File: src/rtl/wu_fetch_pkg.sv
// Shared definitions for the work-unit fetch controller: memory geometry,
// FSM state encoding and the program-counter wrap helper.
package wu_fetch_pkg;

    localparam int MGR_INSTRUCTION_MEMORY_DEPTH = 16;
    localparam int MGR_WU_ADDR_WIDTH            = $clog2(MGR_INSTRUCTION_MEMORY_DEPTH);

    typedef enum logic [1:0] {
        WUF_IDLE  = 2'd0,
        WUF_FETCH = 2'd1,
        WUF_DRAIN = 2'd2
    } wuf_state_e;

    // Next sequential instruction address, wrapping at the memory depth.
    function automatic logic [MGR_WU_ADDR_WIDTH-1:0] wuf_next_pc(
        input logic [MGR_WU_ADDR_WIDTH-1:0] pc,
        input int                           depth
    );
        if (int'(pc) == depth - 1) begin
            return {MGR_WU_ADDR_WIDTH{1'b0}};
        end else begin
            return pc + MGR_WU_ADDR_WIDTH'(1);
        end
    endfunction

endpackage

File: src/rtl/wu_fetch_credit_cntr.sv
// Credit counter bounding reads in flight to the decode buffer depth; flags a
// consume that arrives when no read is outstanding.
module wu_fetch_credit_cntr #(
    parameter int MAX = 4,
    parameter int CW  = $clog2(MAX + 1)
) (
    input  logic          clk,
    input  logic          reset,
    input  logic          issue,
    input  logic          consume,
    input  logic          enable,
    input  logic          init,
    output logic [CW-1:0] credits,
    output logic          full,
    output logic          empty,
    output logic          underflow_err
);

    assign full  = (credits == CW'(MAX));
    assign empty = (credits == {CW{1'b0}});

    // Credit bookkeeping; simultaneous issue and consume cancel out.
    always_ff @(posedge clk) begin
        if (reset) begin
            credits       <= CW'(MAX);
            underflow_err <= 1'b0;
        end else if (init) begin
            credits <= CW'(MAX);
        end else if (enable) begin
            case ({issue, consume})
                2'b10: credits <= credits - CW'(1);
                2'b01: begin
                    // A consume with nothing outstanding saturates and latches the error.
                    if (full) begin
                        underflow_err <= 1'b1;
                    end else begin
                        credits <= credits + CW'(1);
                    end
                end
                default: credits <= credits;
            endcase
        end else begin
            credits <= credits;
        end
    end

endmodule

File: src/rtl/wu_fetch.sv
// Work-unit instruction fetch controller: streams reads from a start address,
// throttled by decode credits, and drains outstanding reads after halt.
module wu_fetch
    import wu_fetch_pkg::*;
#(
    parameter int WUF_MAX_OUTSTANDING = 4,
    parameter int WUF_MEM_DEPTH       = MGR_INSTRUCTION_MEMORY_DEPTH
) (
    input  logic                         clk,
    input  logic                         reset_poweron,
    input  logic                         sys__wuf__start,
    input  logic [MGR_WU_ADDR_WIDTH-1:0] sys__wuf__start_addr,
    output logic                         wuf__sys__busy,
    output logic                         wuf__sys__done,
    output logic                         wuf__sys__credit_err,
    input  logic                         wum__wuf__stall,
    output logic [MGR_WU_ADDR_WIDTH-1:0] wuf__wum__addr,
    output logic                         wuf__wum__read,
    input  logic                         wud__wuf__consume,
    input  logic                         wud__wuf__halt
);

    localparam int CW = $clog2(WUF_MAX_OUTSTANDING + 1);
    localparam int AW = MGR_WU_ADDR_WIDTH;

    wuf_state_e     state_r;
    logic [AW-1:0]  pc_r;
    logic [CW-1:0]  credits_s;
    logic           full_s;
    logic           empty_s;
    logic           issue_s;
    logic           init_s;
    logic           enable_s;

    // Halt wins over an otherwise eligible read so nothing past it is fetched that cycle.
    assign issue_s  = (state_r == WUF_FETCH) && !wum__wuf__stall && !empty_s && !wud__wuf__halt;
    assign init_s   = (state_r == WUF_IDLE) && sys__wuf__start;
    assign enable_s = (state_r != WUF_IDLE);

    wu_fetch_credit_cntr #(
        .MAX (WUF_MAX_OUTSTANDING),
        .CW  (CW)
    ) u_credit (
        .clk           (clk),
        .reset         (reset_poweron),
        .issue         (issue_s),
        .consume       (wud__wuf__consume),
        .enable        (enable_s),
        .init          (init_s),
        .credits       (credits_s),
        .full          (full_s),
        .empty         (empty_s),
        .underflow_err (wuf__sys__credit_err)
    );

    // Fetch FSM with program counter and registered memory/system outputs.
    always_ff @(posedge clk) begin
        if (reset_poweron) begin
            state_r        <= WUF_IDLE;
            pc_r           <= {AW{1'b0}};
            wuf__wum__addr <= {AW{1'b0}};
            wuf__wum__read <= 1'b0;
            wuf__sys__busy <= 1'b0;
            wuf__sys__done <= 1'b0;
        end else begin
            wuf__wum__read <= 1'b0;
            wuf__sys__done <= 1'b0;
            case (state_r)
                WUF_IDLE: begin
                    if (sys__wuf__start) begin
                        state_r        <= WUF_FETCH;
                        pc_r           <= sys__wuf__start_addr;
                        wuf__sys__busy <= 1'b1;
                    end else begin
                        wuf__sys__busy <= 1'b0;
                    end
                end
                WUF_FETCH: begin
                    if (issue_s) begin
                        wuf__wum__read <= 1'b1;
                        wuf__wum__addr <= pc_r;
                        pc_r           <= wuf_next_pc(pc_r, WUF_MEM_DEPTH);
                    end else begin
                        pc_r <= pc_r;
                    end
                    if (wud__wuf__halt) begin
                        state_r <= WUF_DRAIN;
                    end else begin
                        state_r <= WUF_FETCH;
                    end
                end
                WUF_DRAIN: begin
                    // All credits home means every read, speculative or not, was consumed.
                    if (full_s) begin
                        state_r        <= WUF_IDLE;
                        wuf__sys__busy <= 1'b0;
                        wuf__sys__done <= 1'b1;
                    end else begin
                        state_r <= WUF_DRAIN;
                    end
                end
                default: begin
                    state_r        <= WUF_IDLE;
                    wuf__sys__busy <= 1'b0;
                end
            endcase
        end
    end

endmodule

File: config.mk
export PLATFORM = sky130hd
export DESIGN_NAME = wu_fetch
export DESIGN_NICKNAME = d
export VERILOG_FILES = /design/src/rtl/wu_fetch_pkg.sv /design/src/rtl/wu_fetch_credit_cntr.sv /design/src/rtl/wu_fetch.sv
export SDC_FILE = /design/constraint.sdc
export NUM_CORES = 1
export LEC_CHECK = 0
export BUFFER_PORTS_ARGS = -buffer_cell sky130_fd_sc_hd__buf_2
export CAP_MARGIN = 30
export CORE_ASPECT_RATIO = 0.5
export CORE_MARGIN = 2
export CORE_UTILIZATION = 30
export CTS_BUF_LIST = sky130_fd_sc_hd__clkbuf_2 sky130_fd_sc_hd__clkbuf_4 sky130_fd_sc_hd__clkbuf_8
export DETAILED_ROUTE_END_ITERATION = 7
export PLACE_DENSITY = 0.6
export SKIP_CTS_REPAIR_TIMING = 1
export SLEW_MARGIN = 25
export SYNTH_ARGS = -nofsm -noshare
export SYNTH_HDL_FRONTEND = slang
export SYNTH_SLANG_ARGS = --single-unit
export TNS_END_PERCENT = 10
File: constraint.sdc
create_clock -name clk -period 4.35 [get_ports clk]
set_clock_uncertainty 0.15 [all_clocks]
set_input_delay 0.2175 -clock clk [delete_from_list [all_inputs] [get_ports clk]]
set_output_delay 0.2175 -clock clk [all_outputs]
set_load 0.02 [all_outputs]
==> reports/results.txt, run 1 <==
outcome: complete, no violations
area growth from synthesis to layout: 19.21%
Die W: 79.43 um
Crit Path Max Fanout: 11
Cell Chain, Critical Path: nor4b_2 -> nand2_1 -> nand2_1 -> xor2_1 -> ha_1 -> or4_1 -> o2bb2ai_1 -> mux2i_1
Starting Density: 32.18%
nets: 132
largest delay contributor family on the critical path: simple AND/OR/NAND/NOR gates
die outline area: 3313 um^2
Critical Path End Type: register
Worst path max stage delay: 0.50 ns
# IOs: 18
Placed Cells: 152
total routed wirelength: 1839 um
final worst path period share: 63.56%
detailed router's first-iteration violation count: 74
most common cell in the netlist: dfxtp_1
R2R Path End: u_credit.credits[2]
final worst setup slack: 1.585 ns
HP Class: input port to register
clk sinks: 17
Placeable Area: 2651 um^2
critical path data arrival time: 2.80 ns
Routed wire per std cell: 11.79 um
Max Root-Sink Buffers: 2
layout cells sized above 1: 20.17%
pin count of the biggest net entering global routing: 18
Post-synth ARST share: 0%
vias in the first global route: 738
Worst Tran Pin Value: 0.5603 ns
Final GP Congestion: 0.7550
Critical R2R Launch: state_r[0]
antenna-violating nets left: 0
VDD IR max: 0.1193 mV
Non-Filler Instances: 156
Residual DRC: 0
Cell Area, Synth: 853.3 um^2
top post-synthesis cells by count: dfxtp_1 (17), nor2_1 (13), nand2_1 (9)
critical path class: register to register
final-report max-slew violation count: 0
hold_sp: sys__wuf__start_addr[1]
die height: 41.71 um
maxcap violations: 0
final hold slack: 0.07953 ns
Worst path depth: 8
leading area contributor after synthesis: dfxtp_1
yosys warns: 0
RSZ-0062 raised after global routing: no
CTS tree: yes
share of the synthesized area in the top cell type: 39.88%
clk root buf: clkbuf_8
cell mode on critical path: nand2_1
P per Cell Area: 334.3 nW/um^2
sequential share of the synthesized area: 39.88%
first-pass iteration count of the detailed router: 4
initial antenna violation count: 0
Overflow after GRT: 0
most used flip-flop cell after synthesis: dfxtp_1
ANT cells: 0
Clock Latency Late Sink: 0.25 ns
hold-critical path endpoint: pc_r[1]
hold violation total from the final report: 0
synthesized instance count: 102
num rows: 13
FF+latch count, synth: 17
flop-to-flop setup slack: 1.59 ns
r2r worst-path depth: 8
Buffers & Inverters on Critical Path: 0
ranking of synthesized cells by area: dfxtp_1 (40%), nor2_1 (5.7%), a21oi_1 (4.7%)
via count: 794
Post-synth EDFFs: 0
startpoint types: register
fmax: 361.7 MHz
clock transition at the registers of the reported paths: 0.07 ns
# port buffers: 17
Slowest cell on crit path: dfxtp_1
Leak: 0.4320 nW
Num CTS Buffers: 3
post-synthesis cell type count: 37
fin crit period: 2.765 ns
DP HPWL: 1367 um
final setup fails: 0
Worst slew margin: 62.57%
total track usage: 12.21%
required time of the worst setup path: 4.39 ns
Setup TNS Final: 0 ns
hold depth: 3
vias per std cell: 5.090
Syn Nets: 114
DP Worst Slack: 1.598 ns
global-route wire length before repair: 3153 um
Mean Syn Cell Area: 8.366 um^2
htree depth: 1
tightest hold or removal path, cell delays in order:
cell and delay [ns]:
buf_2 0.10, nand2_1 0.05, a311oi_1 0.08
per-stage QoR:
stage | instance area [um^2] | util (%) | power (mW)
after floorplan | 853.3 | - | 0.2042
after global placement | 968.4 | 36.53 | 0.2177
after detailed placement | 968.4 | 36.53 | 0.2180
after CTS | 1017 | 38.37 | 0.3431
after global routing | 1017 | 38.37 | 0.3590
final | 1017 | 38.37 | 0.3401
sequential cells by signal, indices dropped and copies added, names as in the netlist:
name                    count
pc_r                        4
wuf__wum__addr              4
u_credit.credits            3
state_r                     2
u_credit.underflow_err      1
wuf__sys__busy              1
wuf__sys__done              1
wuf__wum__read              1
power breakdown:
part	internal (mW)	switching, mW
Clock	0.0713	0.0542
Combinational	0.0189	0.0252
Sequential	0.162	0.00794
placed cells by master, fill, tap and decap left out:
cell type,instances
nand2_1,9
nor3_1,6
o2bb2ai_1,1
or4b_4,1
xor2_1,1
or4_1,1
nand3b_1,1
or3_1,2
a311oi_1,2
a31oi_1,2
or3b_2,1
clkbuf_4,1
o21ai_0,4
a21o_1,1
mux2i_1,3
clkbuf_8,3
a21oi_1,8
buf_2,17
o31ai_1,1
a2bb2oi_1,1
inv_1,3
nor3b_1,1
o21a_1,1
and2_1,2
ha_1,2
a211oi_1,1
and3_1,2
dfxtp_1,17
nand2b_1,1
a41oi_1,1
nor2b_1,2
nor2_1,13
nor4_1,1
nor4b_1,1
nor4b_2,1
nand3_1,2
o211a_1,1
a2111o_1,1
cell families (layout without fill, tap and decap cells):
logic type	Yosys count	count (layout)	share of synthesized area, %
and+or+nand+nor	47	47	29.77
xor gates and xnor gates	1	1	1.027
buffers and inverters	7	24	3.225
muxes	3	3	3.519
DFF	17	17	39.88
AOI/OAI and AO/OA	25	25	19.65
adders and majority gates	2	2	2.932
metal layers:
metal | share of wire (%) | GRT usage, % | up-vias
met2 | 46 | 18.99 | 10
li1 | - | - | 406
met1 | 48 | 15.35 | 376
met3 | 3.9 | 4.565 | 2
met5 | 0 | 0 | -
met4 | 1.0 | 4.828 | 0
layout make-up:
cell class | count | area [um^2]
Sequential cell | 17 | 340.3
Multi-Input combinational cell | 78 | 485.5
Inverter | 3 | 11.26
Clock buffer | 4 | 48.80
Timing Repair Buffer | 17 | 85.08
Fill cell | 275 | 1634
Tap cell | 37 | 46.29
worst max-delay path by stage:
stage / end / startpoint
after floorplan: u_credit.credits[2] / state_r[0]
after global placement: u_credit.credits[2] / state_r[0]
after detailed placement: u_credit.credits[2] / state_r[0]
after CTS: u_credit.credits[2] / state_r[0]
after global routing: u_credit.credits[2] / state_r[0]
final: u_credit.credits[2] / state_r[0]
(Power assumes the default switching activity.)
==> run 2: changes to the inputs <==
==> constraint.sdc (replaced) <==
create_clock -name clk -period 2.78 [get_ports clk]
set_clock_uncertainty 0.15 [all_clocks]
set_input_delay 0.139 -clock clk [delete_from_list [all_inputs] [get_ports clk]]
set_output_delay 0.139 -clock clk [all_outputs]
set_load 0.02 [all_outputs]
==> run 2 against run 1 <==
Hold slack worse by 0.063 ns. Via count down 0.50%. Maximum frequency up 17%. Count of clock-buffer cells in the layout down 1. Core utilization up 1.1 points. Sequential power up 55%. Register-to-register slack worse by 1.2 ns. Design area up 3.0%. Worst setup slack worse by 1.2 ns. Cell count up 2.6%. Clock power up 50%.
==> reports/results.txt, run 2 (synthesis gave the netlist of run 1 again) <==
pin count of the biggest net entering global routing: 18
clk root buf: clkbuf_8
hold violation total from the final report: 0
r2r worst-path depth: 8
vias per std cell: 4.938
flop-to-flop setup slack: 0.41 ns
die height: 41.71 um
Num CTS Buffers: 3
detailed router's first-iteration violation count: 39
antenna-violating nets left: 0
most frequent cells in the layout: buf_2 (17), dfxtp_1 (17), nor2_1 (13)
Buffers & Inverters on Critical Path: 0
largest delay contributor family on the critical path: simple AND/OR/NAND/NOR gates
final core occ: 39.50%
Clock Latency Late Sink: 0.25 ns
Max Root-Sink Buffers: 2
Cell Chain, Critical Path: or3_1 -> nand2_1 -> nand2_1 -> xor2_1 -> ha_1 -> or4_1 -> o2bb2ai_1 -> mux2i_1
startpoint types: register
CTS tree: yes
first-pass iteration count of the detailed router: 4
Final GP Congestion: 0.8359
Worst path max stage delay: 0.46 ns
Routed wire per std cell: 11.86 um
RSZ-0062 raised after global routing: no
Critical Path End Type: register
cell mode on critical path: nand2_1
top flop regs: pc_r x4, wuf__wum__addr x4, u_credit.credits x3
Worst Tran Pin Value: 0.5101 ns
final setup fails: 0
clk sinks: 17
fin crit period: 2.368 ns
Placeable Area: 2651 um^2
final worst path period share: 85.18%
# port buffers: 17
Critical R2R Launch: u_credit.credits[2]
VDD IR max: 0.1583 mV
hold depth: 3
DP Worst Slack: 0.4180 ns
R2R Path End: u_credit.credits[2]
Leak: 0.4502 nW
HP Class: input port to register
vias in the first global route: 736
total track usage: 12.40%
initial antenna violation count: 0
Die W: 79.43 um
outcome: complete, no violations
htree depth: 1
required time of the worst setup path: 2.82 ns
total power draw: 0.5288 mW
Setup TNS Final: 0 ns
area growth from synthesis to layout: 22.73%
Starting Density: 32.18%
die outline area: 3313 um^2
DP HPWL: 1372 um
Overflow after GRT: 0
num rows: 13
clock transition at the registers of the reported paths: 0.07 ns
fmax: 422.3 MHz
hold_sp: wud__wuf__halt
global-route wire length before repair: 3194 um
total routed wirelength: 1897 um
Worst slew margin: 65.92%
Slowest cell on crit path: or4_1
critical path class: register to register
Crit Path Max Fanout: 5
critical path data arrival time: 2.40 ns
P per Cell Area: 505.0 nW/um^2
maxcap violations: 0
final worst setup slack: 0.4120 ns
ANT cells: 0
hold-critical path endpoint: state_r[1]
final-report max-slew violation count: 0
layout cells sized above 1: 21.95%
Residual DRC: 0
# IOs: 18
via count: 790
nets: 136
run 2: worst reg2reg max path, cell delays in order (launching register included):
cell and delay [ns]:
dfxtp_1 0.34, or3_1 0.45, nand2_1 0.12, nand2_1 0.07, xor2_1 0.14, ha_1 0.19, or4_1 0.46, o2bb2ai_1 0.19
mux2i_1 0.19
run 2: worst max path at each step:
| stage | to | slack (ns) | from | cells past startpoint |
|---|---|---|---|---|
| floorplan | u_credit.credits[2] | 0.36 | state_r[0] | 9 |
| global placement | u_credit.credits[2] | 0.47 | u_credit.credits[2] | 8 |
| detailed placement | u_credit.credits[2] | 0.42 | u_credit.credits[2] | 8 |
| CTS | u_credit.credits[2] | 0.40 | u_credit.credits[2] | 8 |
| global route | u_credit.credits[2] | 0.28 | u_credit.credits[2] | 8 |
| finish | u_credit.credits[2] | 0.41 | u_credit.credits[2] | 8 |
run 2: cell type report:
class	count	area, um^2
multi-input cells	78	485.5
fillers	269	1604
well taps	37	46.29
clock inverters	1	5.005
inverters	3	11.26
repair buffers	21	117.6
clock buffers	3	41.29
flip-flops and latches	17	340.3
run 2: per-layer routing:
metal  track usage (%)  share of wire [%]
met5                 0                  0
met4             4.138                  0
met3             4.130                3.0
met2             20.17                 47
met1             15.51                 50
run 2: report_power, final:
group          switching, mW  leakage [nW]  internal (mW)
Combinational         0.0424         0.286         0.0329
Clock                 0.0896        0.0255         0.0995
Sequential            0.0104         0.139          0.254
run 2: per-stage QoR:
stage	instance area (um^2)	cells	hold WS, ns
finish	1047	160	0.01613
global route	1047	160	0.03705
CTS	1037	159	0.003506
detailed placement	991.0	155	0.2713
global placement	991.0	155	0.2736
floorplan	853.3	102	0.1295
